## config.mk

```make
export PLATFORM = sky130hd
export DESIGN_NAME = if_id_fetch_buffer_flat
export DESIGN_NICKNAME = d
export VERILOG_FILES = /design/src/rtl/if_id_fetch_buffer_if.sv /design/src/rtl/if_id_fetch_buffer.sv /design/src/flat_wrapper.sv
export SDC_FILE = /design/constraint.sdc
export NUM_CORES = 1
export LEC_CHECK = 0
export ABC_AREA = 1
export CELL_PAD_IN_SITES_DETAIL_PLACEMENT = 1
export CELL_PAD_IN_SITES_GLOBAL_PLACEMENT = 2
export CORE_UTILIZATION = 32
export DETAILED_ROUTE_END_ITERATION = 10
export GPL_TIMING_DRIVEN = 1
export PLACE_DENSITY_LB_ADDON = 0.1
export REMOVE_ABC_BUFFERS = 1
export SETUP_SLACK_MARGIN = 0.5
export SYNTH_ARGS = -nofsm -noshare
export SYNTH_HDL_FRONTEND = slang
export SYNTH_SLANG_ARGS = --single-unit
```

## constraint.sdc

```tcl
create_clock -name clk -period 3.11 [get_ports clk]
set_input_delay 0.622 -clock clk [delete_from_list [all_inputs] [get_ports clk]]
set_output_delay 0.622 -clock clk [all_outputs]
set_load 0.01 [all_outputs]
```

## src/rtl/if_id_fetch_buffer_if.sv

```systemverilog
// Purpose : IF->ID handshake bundle for the fetch buffer (push side, pop side, flush, occupancy).
// Ports   : master = IF/ID/EXE-facing driver view, slave = buffer view.
// Signals : flush, in_valid/in_pc/in_instr/in_ready, out_valid/out_pc/out_instr/out_ready, count[AW:0].
interface if_id_fetch_buffer_if #(
  parameter int AW = 1
);
  logic          flush;
  logic          in_valid;
  logic [31:0]   in_pc;
  logic [31:0]   in_instr;
  logic          in_ready;
  logic          out_valid;
  logic [31:0]   out_pc;
  logic [31:0]   out_instr;
  logic          out_ready;
  logic [AW:0]   count;

  modport master (
    output flush, in_valid, in_pc, in_instr, out_ready,
    input  in_ready, out_valid, out_pc, out_instr, count
  );

  modport slave (
    input  flush, in_valid, in_pc, in_instr, out_ready,
    output in_ready, out_valid, out_pc, out_instr, count
  );
endinterface

```

## src/rtl/if_id_fetch_buffer.sv

```systemverilog
// Purpose : DEPTH-entry FIFO decoupling IF from ID; flush (taken branch) drops every held entry.
// Latency : a pair pushed on edge N appears on out_* after edge N; no in->out bypass.
// Ports   : clk, rst (async active-low), bus (slave): in_ready depends on count only, out_* zero when empty.
module if_id_fetch_buffer #(
  parameter int DEPTH = 2,
  parameter int AW    = 1
) (
  input  logic                 clk,
  input  logic                 rst,
  if_id_fetch_buffer_if.slave  bus
);

  typedef struct packed {
    logic [31:0] pc;
    logic [31:0] instr;
  } pair_t;

  localparam logic [AW:0] FULL_CNT = (AW+1)'(DEPTH);

  pair_t         mem_q [DEPTH];
  pair_t         mem_d [DEPTH];
  logic [AW-1:0] wptr_q, wptr_d;
  logic [AW-1:0] rptr_q, rptr_d;
  logic [AW:0]   count_q, count_d;
  logic          push;
  logic          pop;
  pair_t         head;

  always_comb begin
    // Full blocks a push even when a pop happens in the same cycle:
    // the freed slot only becomes usable on the following cycle.
    push    = bus.in_valid && (count_q != FULL_CNT) && !bus.flush;
    pop     = (count_q != '0) && bus.out_ready && !bus.flush;
    mem_d   = mem_q;
    wptr_d  = wptr_q;
    rptr_d  = rptr_q;
    count_d = count_q;
    if (bus.flush) begin
      // The pair offered in the flush cycle is the wrong-path fetch and is dropped.
      wptr_d  = '0;
      rptr_d  = '0;
      count_d = '0;
    end else begin
      if (push) begin
        mem_d[wptr_q] = '{pc: bus.in_pc, instr: bus.in_instr};
        wptr_d        = wptr_q + AW'(1);   // DEPTH is a power of two, so this wraps naturally
      end
      if (pop) begin
        rptr_d = rptr_q + AW'(1);
      end
      case ({push, pop})
        2'b10:   count_d = count_q + (AW+1)'(1);
        2'b01:   count_d = count_q - (AW+1)'(1);
        default: count_d = count_q;
      endcase
    end
  end

  always_ff @(posedge clk or negedge rst) begin
    if (!rst) begin
      wptr_q  <= '0;
      rptr_q  <= '0;
      count_q <= '0;
      mem_q   <= '{default: '0};
    end else begin
      wptr_q  <= wptr_d;
      rptr_q  <= rptr_d;
      count_q <= count_d;
      mem_q   <= mem_d;
    end
  end

  assign head          = mem_q[rptr_q];
  assign bus.in_ready  = (count_q != FULL_CNT);
  assign bus.out_valid = (count_q != '0);
  // Empty presents a NOP bubble (all zeros) to ID.
  assign bus.out_pc    = bus.out_valid ? head.pc    : 32'h0;
  assign bus.out_instr = bus.out_valid ? head.instr : 32'h0;
  assign bus.count     = count_q;

endmodule

```

## src/flat_wrapper.sv

```systemverilog
// flat-port wrapper written by rule: the top's interface ports become plain ports
module if_id_fetch_buffer_flat 
#(
  parameter int DEPTH = 2,
  parameter int AW    = 1
)
  (clk, rst, bus_flush, bus_in_valid, bus_in_pc, bus_in_instr, bus_out_ready, bus_in_ready, bus_out_valid, bus_out_pc, bus_out_instr, bus_count);
  if_id_fetch_buffer_if #(.AW(AW)) bus_i ();
  input  logic clk;
  input  logic rst;
  input wire logic [$bits(bus_i.flush)-1:0] bus_flush;
  input wire logic [$bits(bus_i.in_valid)-1:0] bus_in_valid;
  input wire logic [$bits(bus_i.in_pc)-1:0] bus_in_pc;
  input wire logic [$bits(bus_i.in_instr)-1:0] bus_in_instr;
  input wire logic [$bits(bus_i.out_ready)-1:0] bus_out_ready;
  output wire logic [$bits(bus_i.in_ready)-1:0] bus_in_ready;
  output wire logic [$bits(bus_i.out_valid)-1:0] bus_out_valid;
  output wire logic [$bits(bus_i.out_pc)-1:0] bus_out_pc;
  output wire logic [$bits(bus_i.out_instr)-1:0] bus_out_instr;
  output wire logic [$bits(bus_i.count)-1:0] bus_count;
  assign bus_i.flush = bus_flush;
  assign bus_i.in_valid = bus_in_valid;
  assign bus_i.in_pc = bus_in_pc;
  assign bus_i.in_instr = bus_in_instr;
  assign bus_i.out_ready = bus_out_ready;
  assign bus_in_ready = bus_i.in_ready;
  assign bus_out_valid = bus_i.out_valid;
  assign bus_out_pc = bus_i.out_pc;
  assign bus_out_instr = bus_i.out_instr;
  assign bus_count = bus_i.count;
  if_id_fetch_buffer #(.DEPTH(DEPTH), .AW(AW)) u_core (.clk(clk), .rst(rst), .bus(bus_i));
endmodule
```

==> run summary <==
## Synthesis
* **total standard cell area after synthesis** 6110 µm²
* **dominant synthesized flop cell** dfrtp_1
* **share of the yosys chip area belonging to registers** 54.0%
* **Avg Cell Area, Syn** 8.42 µm²
* **most area-hungry cell type in the Yosys netlist** dfrtp_1
* **Synthesis Warnings** 0
* **count of distinct cell types in the synthesized netlist** 19
* **proportion of register bits with asynchronous set or reset after synthesis** 100%
* **most used standard cells in the synthesized netlist** 264 x nand2_1, 132 x dfrtp_1, 72 x inv_1
* **register bit total from synthesis** 132
* **leading cell types by total area after synthesis** dfrtp_1 54%, nand2_1 16%, o21ai_2 7.9%
* **number of instances in the synthesized netlist** 726
* **Synth top area share** 54.0%
* **most common cell in the netlist** nand2_1
* **number of enable-type register cells in the synthesized netlist** 0

## Global routing
* **layer carrying the most global-route usage** met2
* **vias in the first global route** 5,875
* **largest net degree at the start of global routing** 78
* **leftover overflow at the end of global routing** 0
* **wire length of the first global-routing pass** 30,700 µm
* **GR Util met2** 33.9%
* **number of antenna violations at the first check in global routing** 0
* **met3 usage in global routing** 4.10%
* **met1 Use GR** 25.8%
* **global router's overall resource usage** 20.3%

## Floorplanning
* **num rows** 50
* **overall die width** 140 µm
* **die area** 19,700 µm²
* **number of top-level pins** 137
* **area inside the core boundary** 18,700 µm²
* **die height** 140 µm
* **effective utilization at floorplan** 32.7%

## Drt
* **final wirelength** 18,900 µm
* **wire length per cell** 17.1 µm
* **count of unresolved DRC violations after routing** 0
* **number of vias per cell** 4.84
* **ANT nets after route** 0
* **number of iterations in the first detailed-routing pass** 4
* **routed via count** 5,339
* **count of routing violations after the opening detailed-route iteration** 229

## Critical path
* **classification of the worst setup path** flip-flop to primary output
* **CP Data Required Time** 2490 ps
* **startpoint types** flip-flop
* **kind of capture point of the worst setup path** primary output
* **Worst Setup SP** u_core.rptr_q$_DFFE_PN0P_
* **start of the worst register-to-register path** u_core.bus.count[0]$_DFFE_PN0P_
* **Slowest cell on crit path** clkdlybuf4s50_1
* **worst endpoint data arrival time** 2070 ps
* **setup slack of the worst register-to-register path** 1130 ps
* **cell-by-cell trace of the critical path** inv_6 > buf_12 > nand2_1 > a21oi_1 > clkdlybuf4s50_1
* **largest fanout on the critical path** 15
* **Critical Path Max Stage Delay** 570 ps
* **count of cells along the worst register-to-register path** 8
* **end of the worst register-to-register path** u_core.mem_q[37]$_DFFE_PN0P_

## Layout
* **net total in the final layout** 925
* **area delta synth->final** 41.1%
* **ANT cells** 0
* **Post-Route Utilization** 46.1%
* **filler cell count in the final layout** 2,153
* **share of post-route cells with drive strength above 1** 14.5%

## Timing
* **Max Clk Rate** 372 MHz
* **Final Cycle Share** 86.5%
* **number of failing setup endpoints in the final timing report** 0
* **post-route setup TNS** 0 ps
* **final-report hold violation count** 0
* **relative slew slack** 51.0%
* **max-slew violation count** 0
* **clock period minus final worst setup slack** 2690 ps
* **setup repair after global routing missed its margin** yes
* **final setup margin** 418 ps
* **Hold Slack** 194 ps
* **Clock Skew** 7.92 ps
* **worst slew pin tran** 735 ps

## Pwr
* **switching power as a share of total power** 34.9%
* **share of total power in combinational logic** 39.5%
* **net load switching power** 3.09 mW
* **Leak** 4.56 nW
* **Design Power** 8.84 mW
* **Clk network pwr share** 26.4%
* **Power Internal** 5.75 mW
* **relative contribution of sequential cells to total power** 34.1%
* **worst-case vdd ir drop** 0.521 mV
* **Power per Cell Area** 1020 nW/µm²

## Place
* **total of buffers placed on input and output ports** 136
* **Detailed Place HPWL** 11,300 µm
* **Post-Place Worst Slack** 533 ps
* **RePlAce Congestion** 0.773

## Clock network
* **clk buf depth** 2
* **clock buffers created by TritonCTS** 17
* **Clock Sinks** 132
* **post-CTS clock slew at the launch and capture registers of the worst setup and hold paths** 60 ps
* **Skew-Pair Late Insertion Delay** 420 ps
* **H-Tree Depth** 4
* **CTS Root Cell** clkbuf_16
* **CTS tree** yes

## Job
* **Maximum Capacitance Violations** 0

## Run status
* **result of the run** finished, final reports clean

## Worst hold path
* **class of the tightest hold or removal check** input port to async pin

kinds of logic (layout without fill, tap and decap cells):
family	after synthesis	in the layout	share of synthesized area, %
xor+xnor	1	1	0.143
buf+inv	122	265	9.21
flops	132	132	54.0
compound gates	196	196	19.4
simple gates	275	275	17.2
critical path: cells and delay by family, from the launching register on:
kind            cells  cell delay, ps
buf+inv             3             860
compound gates      1             180
simple gates        1              60
flops               1             540
worst max path at each step:
stage / endpoint
2_1_floorplan: bus_out_valid
3_3_place_gp: bus_out_instr[3]
3_5_place_dp: bus_out_instr[3]
4_1_cts: bus_out_instr[3]
5_1_grt: bus_out_pc[4]
6_report: bus_out_pc[4]
stage by stage:
step	cell area (µm²)	std cells
floorplan	5820	677
global placement	7660	1061
detailed placement	7660	1061
CTS	8520	1102
global route	8630	1103
finish	8630	1103
state kept, by name (all words and copies together) (netlist names):
signal,cells
u_core.mem_q,128
u_core.bus.count,2
u_core.wptr_q,1
u_core.rptr_q,1
layer usage:
metal	wire length, µm	share of wire (%)	vias to the layer above
met5	0	0	-
met4	518	2.7	0
met3	843	4.5	31
met2	9050	48	124
met1	8460	45	2633
li1	-	-	2551
cell usage in the layout, fill, tap and decap left out, drive strengths merged, types with 4 or more instances in the layout:
cell type        n
o21ai          131
clkinvlp         4
nor2             4
buf             24
dlygate4sd2     14
clkdlybuf4s50   88
dlymetal6s2s    33
dfrtp          132
nand2          265
inv             73
clkbuf          18
bufinv           7
a21oi           65
nand3            5
clkinv           4
power by group through the flow:
stage	logic, mW	registers, mW	clock network (mW)
final	3.49	3.02	2.33
after global placement	3.21	2.99	0
after floorplan	1.74	2.93	0
after CTS	3.60	3.02	2.39
after global routing	3.87	3.12	2.45
after detailed placement	3.33	3.05	0
timing repair:
action | CTS | global route
gates resized for setup | 32 | 36
buffers inserted | 6 | 0
endpoints found under the setup margin | 65 | 51
hold buffers | 0 | 0
pin swaps | 0 | 1
cloned | 3 | 1
area by class of cell:
type	instances	area, µm²	share of cell area [%]
clock buffers	17	425	4.93
clock inverters	15	260	3.02
inverters	73	279	3.23
multi-input cells	472	2280	26.4
flip-flops and latches	132	3310	38.4
well taps	234	293	3.39
repair buffers	160	1780	20.7
(Power assumes the default switching activity.)
